`src/rtl/mem_stage_ctrl_pkg.sv`:
```
// Shared definitions for the memory-stage controller: FSM encoding, op-select
// enum and the priority decoder that turns EX/MEM control bits into one op.
package mem_stage_pkg;

    localparam logic [1:0] ST_IDLE    = 2'd0;
    localparam logic [1:0] ST_PUSH_HI = 2'd1;
    localparam logic [1:0] ST_POP_LO  = 2'd2;

    typedef enum logic [3:0] {
        OP_NONE,
        OP_POP_PC,
        OP_PUSH_PC,
        OP_POP_CCR,
        OP_PUSH_CCR,
        OP_POP,
        OP_PUSH,
        OP_READ,
        OP_WRITE
    } op_sel_e;

    // Only one op is honoured per instruction; lower-priority bits are dropped.
    function automatic op_sel_e decode_op(
        input logic pop_pc,
        input logic push_pc,
        input logic pop_ccr,
        input logic push_ccr,
        input logic pop,
        input logic push,
        input logic rd,
        input logic wr
    );
        if (pop_pc)        return OP_POP_PC;
        else if (push_pc)  return OP_PUSH_PC;
        else if (pop_ccr)  return OP_POP_CCR;
        else if (push_ccr) return OP_PUSH_CCR;
        else if (pop)      return OP_POP;
        else if (push)     return OP_PUSH;
        else if (rd)       return OP_READ;
        else if (wr)       return OP_WRITE;
        else               return OP_NONE;
    endfunction

endpackage

```
`src/rtl/mem_stage_ctrl_if.sv`:
```
// Data-memory bus between the memory-stage controller (master) and the data RAM
// (slave). Read data is combinational on addr; writes land on posedge when we=1.
interface mem_stage_ctrl_if #(
    parameter int ADDR_W = 12
);
    logic [ADDR_W-1:0] addr;
    logic [15:0]       wdata;
    logic              we;
    logic [15:0]       rdata;

    modport master (output addr, output wdata, output we, input rdata);
    modport slave  (input addr, input wdata, input we, output rdata);
endinterface

```
`src/rtl/mem_stage_ctrl_stack_pointer.sv`:
```
// Stack pointer register: modulo-2^ADDR_W increment/decrement with a sticky
// wrap flag. The wrapped value is kept so the stack keeps working after an error.
module mem_stage_ctrl_stack_pointer #(
    parameter int                ADDR_W  = 12,
    parameter logic [ADDR_W-1:0] SP_INIT = '1
) (
    input  logic              clk,
    input  logic              rst,
    input  logic              inc,
    input  logic              dec,
    output logic [ADDR_W-1:0] sp,
    output logic [ADDR_W-1:0] sp_plus1,
    output logic              stack_err
);

    assign sp_plus1 = sp + ADDR_W'(1);

    always_ff @(posedge clk) begin
        if (rst) begin
            sp        <= SP_INIT;
            stack_err <= 1'b0;
        end else if (dec) begin
            sp <= sp - ADDR_W'(1);
            if (sp == '0) stack_err <= 1'b1;
        end else if (inc) begin
            sp <= sp_plus1;
            if (sp == '1) stack_err <= 1'b1;
        end
    end

endmodule

```
`src/rtl/mem_stage_ctrl.sv`:
```
// Memory-stage controller: sequences LDD/STD, PUSH/POP, CCR push/pop and the
// two-cycle 32-bit PC push/pop, and builds the MEM/WB write-back data.
module mem_stage_ctrl
    import mem_stage_pkg::*;
#(
    parameter int                ADDR_W  = 12,
    parameter logic [ADDR_W-1:0] SP_INIT = ADDR_W'((1 << ADDR_W) - 1)
) (
    input  logic              clk,
    input  logic              rst,
    input  logic [15:0]       ALU_result_mem,
    input  logic [15:0]       Rs_data_mem,
    input  logic [15:0]       Rd_data_mem,
    input  logic [2:0]        Rd_mem,
    input  logic              memRead_mem,
    input  logic              memWrite_mem,
    input  logic              regWrite_mem,
    input  logic              push_mem,
    input  logic              pop_mem,
    input  logic              pushPc_mem,
    input  logic              popPc_mem,
    input  logic              pushCCR_mem,
    input  logic              popCCR_mem,
    input  logic              int1_mem,
    input  logic              int2_mem,
    input  logic [31:0]       pc_in,
    input  logic [2:0]        ccr_in,
    mem_stage_ctrl_if.master  mem,
    output logic [15:0]       wb_data,
    output logic [2:0]        wb_Rd,
    output logic              wb_regWrite,
    output logic [31:0]       pc_pop,
    output logic              pc_pop_valid,
    output logic [2:0]        ccr_pop,
    output logic              ccr_pop_valid,
    output logic              stall,
    output logic [ADDR_W-1:0] sp,
    output logic              stack_err
);

    logic [1:0]        state, state_nxt;
    logic [15:0]       pc_hi;
    logic              pc_hi_en;
    logic [ADDR_W-1:0] sp_plus1;
    logic              sp_inc, sp_dec;
    logic [ADDR_W-1:0] addr_c;
    logic [15:0]       wdata_c;
    logic              we_c, stall_c, pcv_c, ccrv_c;
    op_sel_e           op;

    mem_stage_ctrl_stack_pointer #(
        .ADDR_W  (ADDR_W),
        .SP_INIT (SP_INIT)
    ) u_sp (
        .clk       (clk),
        .rst       (rst),
        .inc       (sp_inc),
        .dec       (sp_dec),
        .sp        (sp),
        .sp_plus1  (sp_plus1),
        .stack_err (stack_err)
    );

    assign op = decode_op(popPc_mem, pushPc_mem | int1_mem, popCCR_mem,
                          pushCCR_mem | int2_mem, pop_mem, push_mem,
                          memRead_mem, memWrite_mem);

    always_comb begin
        state_nxt = state;
        addr_c    = ALU_result_mem[ADDR_W-1:0];
        wdata_c   = 16'h0000;
        we_c      = 1'b0;
        stall_c   = 1'b0;
        pcv_c     = 1'b0;
        ccrv_c    = 1'b0;
        sp_inc    = 1'b0;
        sp_dec    = 1'b0;
        pc_hi_en  = 1'b0;
        wb_data   = ALU_result_mem;
        case (state)
            ST_PUSH_HI: begin
                addr_c    = sp;
                wdata_c   = pc_in[31:16];
                we_c      = 1'b1;
                sp_dec    = 1'b1;
                state_nxt = ST_IDLE;
            end
            ST_POP_LO: begin
                addr_c    = sp_plus1;
                pcv_c     = 1'b1;
                sp_inc    = 1'b1;
                state_nxt = ST_IDLE;
            end
            default: begin
                case (op)
                    OP_POP_PC: begin
                        addr_c    = sp_plus1;
                        pc_hi_en  = 1'b1;
                        stall_c   = 1'b1;
                        sp_inc    = 1'b1;
                        state_nxt = ST_POP_LO;
                    end
                    OP_PUSH_PC: begin
                        addr_c    = sp;
                        wdata_c   = pc_in[15:0];
                        we_c      = 1'b1;
                        stall_c   = 1'b1;
                        sp_dec    = 1'b1;
                        state_nxt = ST_PUSH_HI;
                    end
                    OP_POP_CCR: begin
                        addr_c = sp_plus1;
                        ccrv_c = 1'b1;
                        sp_inc = 1'b1;
                    end
                    OP_PUSH_CCR: begin
                        addr_c  = sp;
                        wdata_c = {13'b0, ccr_in};
                        we_c    = 1'b1;
                        sp_dec  = 1'b1;
                    end
                    OP_POP: begin
                        addr_c  = sp_plus1;
                        wb_data = mem.rdata;
                        sp_inc  = 1'b1;
                    end
                    OP_PUSH: begin
                        addr_c  = sp;
                        wdata_c = Rd_data_mem;
                        we_c    = 1'b1;
                        sp_dec  = 1'b1;
                    end
                    OP_READ:  wb_data = mem.rdata;
                    OP_WRITE: begin
                        wdata_c = Rs_data_mem;
                        we_c    = 1'b1;
                    end
                    default: ;
                endcase
            end
        endcase
    end

    // Reset overrides any in-flight transfer: no write, no pulse, no stall.
    assign mem.addr      = addr_c;
    assign mem.wdata     = wdata_c;
    assign mem.we        = we_c & ~rst;
    assign stall         = stall_c & ~rst;
    assign pc_pop_valid  = pcv_c & ~rst;
    assign ccr_pop_valid = ccrv_c & ~rst;
    assign pc_pop        = {pc_hi, mem.rdata};
    assign ccr_pop       = mem.rdata[2:0];
    assign wb_Rd         = Rd_mem;
    assign wb_regWrite   = regWrite_mem & ~stall;

    always_ff @(posedge clk) begin
        if (rst) begin
            state <= ST_IDLE;
            pc_hi <= 16'h0000;
        end else begin
            state <= state_nxt;
            if (pc_hi_en) pc_hi <= mem.rdata;
        end
    end

endmodule

```
`src/flat_wrapper.sv`:
```
// flat-port wrapper written by rule: the top's interface ports become plain ports
module mem_stage_ctrl_flat import mem_stage_pkg::*;
#(
    parameter int                ADDR_W  = 12,
    parameter logic [ADDR_W-1:0] SP_INIT = ADDR_W'((1 << ADDR_W) - 1)
)
  (clk, rst, ALU_result_mem, Rs_data_mem, Rd_data_mem, Rd_mem, memRead_mem, memWrite_mem, regWrite_mem, push_mem, pop_mem, pushPc_mem, popPc_mem, pushCCR_mem, popCCR_mem, int1_mem, int2_mem, pc_in, ccr_in, wb_data, wb_Rd, wb_regWrite, pc_pop, pc_pop_valid, ccr_pop, ccr_pop_valid, stall, sp, stack_err, mem_addr, mem_wdata, mem_we, mem_rdata);
  mem_stage_ctrl_if #(.ADDR_W(ADDR_W)) mem_i ();
  input  logic clk;
  input  logic rst;
  input  logic [15:0] ALU_result_mem;
  input  logic [15:0] Rs_data_mem;
  input  logic [15:0] Rd_data_mem;
  input  logic [2:0] Rd_mem;
  input  logic memRead_mem;
  input  logic memWrite_mem;
  input  logic regWrite_mem;
  input  logic push_mem;
  input  logic pop_mem;
  input  logic pushPc_mem;
  input  logic popPc_mem;
  input  logic pushCCR_mem;
  input  logic popCCR_mem;
  input  logic int1_mem;
  input  logic int2_mem;
  input  logic [31:0] pc_in;
  input  logic [2:0] ccr_in;
  output logic [15:0] wb_data;
  output logic [2:0] wb_Rd;
  output logic wb_regWrite;
  output logic [31:0] pc_pop;
  output logic pc_pop_valid;
  output logic [2:0] ccr_pop;
  output logic ccr_pop_valid;
  output logic stall;
  output logic [ADDR_W-1:0] sp;
  output logic stack_err;
  output wire logic [$bits(mem_i.addr)-1:0] mem_addr;
  output wire logic [$bits(mem_i.wdata)-1:0] mem_wdata;
  output wire logic [$bits(mem_i.we)-1:0] mem_we;
  input wire logic [$bits(mem_i.rdata)-1:0] mem_rdata;
  assign mem_addr = mem_i.addr;
  assign mem_wdata = mem_i.wdata;
  assign mem_we = mem_i.we;
  assign mem_i.rdata = mem_rdata;
  mem_stage_ctrl #(.ADDR_W(ADDR_W), .SP_INIT(SP_INIT)) u_core (.clk(clk), .rst(rst), .ALU_result_mem(ALU_result_mem), .Rs_data_mem(Rs_data_mem), .Rd_data_mem(Rd_data_mem), .Rd_mem(Rd_mem), .memRead_mem(memRead_mem), .memWrite_mem(memWrite_mem), .regWrite_mem(regWrite_mem), .push_mem(push_mem), .pop_mem(pop_mem), .pushPc_mem(pushPc_mem), .popPc_mem(popPc_mem), .pushCCR_mem(pushCCR_mem), .popCCR_mem(popCCR_mem), .int1_mem(int1_mem), .int2_mem(int2_mem), .pc_in(pc_in), .ccr_in(ccr_in), .mem(mem_i), .wb_data(wb_data), .wb_Rd(wb_Rd), .wb_regWrite(wb_regWrite), .pc_pop(pc_pop), .pc_pop_valid(pc_pop_valid), .ccr_pop(ccr_pop), .ccr_pop_valid(ccr_pop_valid), .stall(stall), .sp(sp), .stack_err(stack_err));
endmodule
```
`config.mk`:
```
export PLATFORM = sky130hd
export DESIGN_NAME = mem_stage_ctrl_flat
export DESIGN_NICKNAME = d
export VERILOG_FILES = /design/src/rtl/mem_stage_ctrl_pkg.sv /design/src/rtl/mem_stage_ctrl_if.sv /design/src/rtl/mem_stage_ctrl_stack_pointer.sv /design/src/rtl/mem_stage_ctrl.sv /design/src/flat_wrapper.sv
export SDC_FILE = /design/constraint.sdc
export NUM_CORES = 1
export LEC_CHECK = 0
export ABC_CLOCK_PERIOD_IN_PS = 8230
export CORE_MARGIN = 1.5
export CORE_UTILIZATION = 39
export CTS_CLUSTER_SIZE = 10
export DETAILED_ROUTE_END_ITERATION = 10
export PLACE_DENSITY_LB_ADDON = 0.15
export SYNTH_ARGS = -nofsm -noshare
export SYNTH_HDL_FRONTEND = slang
export SYNTH_SLANG_ARGS = --single-unit
```
`constraint.sdc`:
```
create_clock -name clk -period 8.23 [get_ports clk]
set_clock_uncertainty 0.05 [all_clocks]
set_input_delay 1.646 -clock clk [delete_from_list [all_inputs] [get_ports clk]]
set_output_delay 1.646 -clock clk [all_outputs]
set_load 0.02 [all_outputs]
```
==> reports/results.txt <==
Status -> finished, final reports clean
Synthesized flop and latch total -> 31
Post_cts resized -> 0
Sequential share of power -> 0.251
Max incr delay on CP -> 0.71 ns
P per Cell Area -> 175 nW/um2
Cell count after synthesis -> 429
FP Rows -> 32
Via-per-instance ratio -> 5.65
Clock network fraction of total power -> 0.134
Crit path arrival time -> 4.94 ns
Tot GR Track Use -> 0.272
Num CTS Buffers -> 5
Core Util, Final -> 0.665
Pre-antenna DRT Iters -> 5
Largest net degree at the start of global routing -> 39
NetSw -> 397 uW
WL per Instance -> 17.2 um
Worst setup EP type -> output port
Dominant synthesized flop cell -> dfxtp_1
Internal power -> 499 uW
Yosys warnings -> 0
Core area -> 7730 um2
Yosys top cell by area -> dfxtp_1
Area grow syn2layout -> 65.5%
Switching share of power -> 0.443
Met1 Usage GRT -> 0.339
Post-synthesis sequential area ratio -> 0.200
Fillcell total -> 687
I/O pin cnt -> 215
Crit Path Max Fanout -> 18
Drt total wl -> 12,000 um
Multi-input logic area -> 2140 um2
LEAKAGE -> 1.96 nW
VDD IR max -> 0.000209 V
Fmax -> 151 MHz
Setup ws final -> 1.59 ns
Dpl hpwl -> 9000 um
Post-Syn Nets -> 549
Comb pwr share -> 0.615
Hold buffer count at CTS -> 0
Asr flop ratio synth -> 0
Initial antenna violation count -> 0
Mean Syn Cell Area -> 7.24 um2
Crit path time final -> 6.64 ns
Die Y -> 92.2 um
Ranking of synthesized cells by area -> dfxtp_1 20%, nand2_1 9.4%, mux2_2 6.2%, buf_4 5.8%, a32oi_1 5.6%
Routed via count -> 3,945
Unrepaired setup endpoints after global routing -> false
Number of global-route vias before repair -> 3,689
Global routing's busiest layer -> met2
Max_slew headroom -> 0.228
GR Util met2 -> 0.469
CP Data Required Time -> 6.53 ns
PortBufs -> 208
Synth top area share -> 0.200
Die footprint -> 8500 um2
DIE WIDTH -> 92.2 um
Worst hold-check path type -> register to register
Clk root buf -> clkbuf_8
Antenna Cells -> 0
First-pass GRT wire length -> 18,700 um
Clock sink count -> 31
Post-route ant nets -> 0
Initial drt markers -> 206
Initial Util -> 0.402
Worst R2R Setup Slack -> 5.07 ns
Synth cell types -> 61
Post-synth EDFFs -> 0
Placement-stage worst setup slack -> 1.64 ns
Worst Setup Path Type -> input pin to output port
Final hold vios -> 0
CTS tree -> done
CP Cell Sequence -> clkdlybuf4s50_1 -> nor4_2 -> and4_1 -> o21a_1 -> a22o_1 -> clkdlybuf4s50_1
Final GP Congestion -> 0.886
Final Cycle Share -> 0.807
Reg2reg path depth -> 8
Htree depth -> 2
Most frequent CP cell -> clkdlybuf4s50_1
Worst-path clk slew -> 0.06 ns
Worst-margin pin slew -> 1.15 ns
Mapped Area -> 3100 um2
Hold Path Depth -> 2
CTS max path bufs -> 2
DRC viols -> 0
Setup_tns -> 0 ns
Layout cells sized above 1 -> 0.0654
Setup Buffers After CTS -> 0
Clock latency at the later pin of the worst-skew pair -> 0.29 ns
Grt met3 use -> 0.0556
Register area -> 621 um2
Grt ovf -> 0
Slowest CP cell -> and4_1
Setup violations, final -> 0
Nets -> 715
Slew Limit Fails -> 0
Max cap viols -> 0
Startpoint Class -> input pin
-- metrics by stage --
stage	power (mW)	hold WS [ns]	std cells	area (um2)
2_1_floorplan	0.535	0.456	429	3100
5_1_grt	0.951	0.420	698	5140
6_report	0.897	0.404	698	5140
3_3_place_gp	0.764	0.392	690	5050
4_1_cts	0.894	0.405	698	5140
3_5_place_dp	0.771	0.396	690	5050
-- layout by cell type, fill, tap and decap left out, types with 4 or more instances in the layout --
cell / instances
a211oi_1: 4
clkbuf_8: 5
nor4_1: 7
dfxtp_1: 31
mux2_2: 17
a211o_1: 4
a22o_1: 16
nor2_1: 17
inv_1: 10
o21ai_0: 15
mux2i_1: 5
clkdlybuf4s50_1: 208
nand3_1: 13
nand2_1: 78
or2_2: 4
a221o_1: 4
ha_1: 5
a21oi_1: 27
buf_4: 5
a2111oi_0: 4
nor2b_1: 10
and2_1: 4
a32oi_1: 20
a21o_1: 5
or3_1: 5
nor3_1: 14
-- final cells by class --
class | count | share of cell area
Clock inverter | 2 | 0.00244
Clock buffer | 6 | 0.0141
Timing Repair Buffer | 213 | 0.413
Inverter | 12 | 0.00877
Tap cell | 102 | 0.0248
Multi-Input combinational cell | 332 | 0.416
Sequential cell | 31 | 0.121
-- registers in the layout, summed over array words and instances (netlist names) --
register	flops
u_core.pc_hi	16
u_core.state	2
u_core.u_sp.sp	12
u_core.u_sp.stack_err	1
-- synth_stat cells, drive strengths merged, types with 2 or more instances --
cell type / number
a31oi: 2
mux2: 17
inv: 10
a2111oi: 6
xnor2: 3
mux2i: 5
nand2b: 3
clkinv: 2
buf: 32
o211a: 2
a21oi: 28
or3: 5
nor3b: 2
o21ai: 15
and2: 4
ha: 5
o221ai: 2
a211o: 4
and3: 3
a22o: 16
dfxtp: 31
clkbuf: 22
nor4: 8
a211oi: 4
nand2: 78
a311oi: 3
o21a: 3
nand3: 13
or2: 6
a21o: 5
nor2: 18
a221o: 4
nand4: 3
and4: 2
nor2b: 10
a32oi: 20
or3b: 2
nor3: 14
a2bb2oi: 2
nor4b: 2
-- worst max-delay path, delay by kind of cell --
family	cells	cell delay, ns
buffers and inverters	2	1.23
and+or+nand+nor	2	1.31
AOI/OAI and AO/OA	2	0.75
-- power groups by stage --
stage	clock network, mW	registers, mW	logic (mW)
2_1_floorplan	0	0.229	0.307
3_3_place_gp	0	0.225	0.538
3_5_place_dp	0	0.227	0.544
4_1_cts	0.122	0.223	0.549
5_1_grt	0.129	0.231	0.591
6_report	0.120	0.225	0.552
-- layer usage --
layer / wire length, um / part of all wire
met4: 261 / 0.022
met2: 5910 / 0.49
met5: 0 / 0
met3: 872 / 0.073
met1: 4940 / 0.41
-- logic make-up (layout without fill, tap and decap cells) --
logic type | count (synthesis) | after routing | share of synthesized area
buffers and inverters | 66 | 233 | 0.111
multiplexers | 23 | 23 | 0.0850
XOR/XNOR | 3 | 3 | 0.00847
flip-flops | 31 | 31 | 0.200
adder cells (fa/ha/maj) | 5 | 5 | 0.0202
AO/OA/AOI/OAI | 126 | 126 | 0.301
AND/OR/NAND/NOR | 175 | 175 | 0.274
-- path summary, 6_finish.rpt --
| path | start | to |
|---|---|---|
| setup reg to reg | u_core.state[0]$_SDFFE_PP0P_ | u_core.u_sp.sp[10]$_SDFFE_PP1P_ |
| setup / recovery | popPc_mem | mem_wdata[11] |
| hold reg to reg | u_core.pc_hi[11]$_SDFFE_PP0P_ | u_core.pc_hi[11]$_SDFFE_PP0P_ |
| hold / removal | u_core.pc_hi[11]$_SDFFE_PP0P_ | u_core.pc_hi[11]$_SDFFE_PP0P_ |
(Power assumes the default switching activity.)
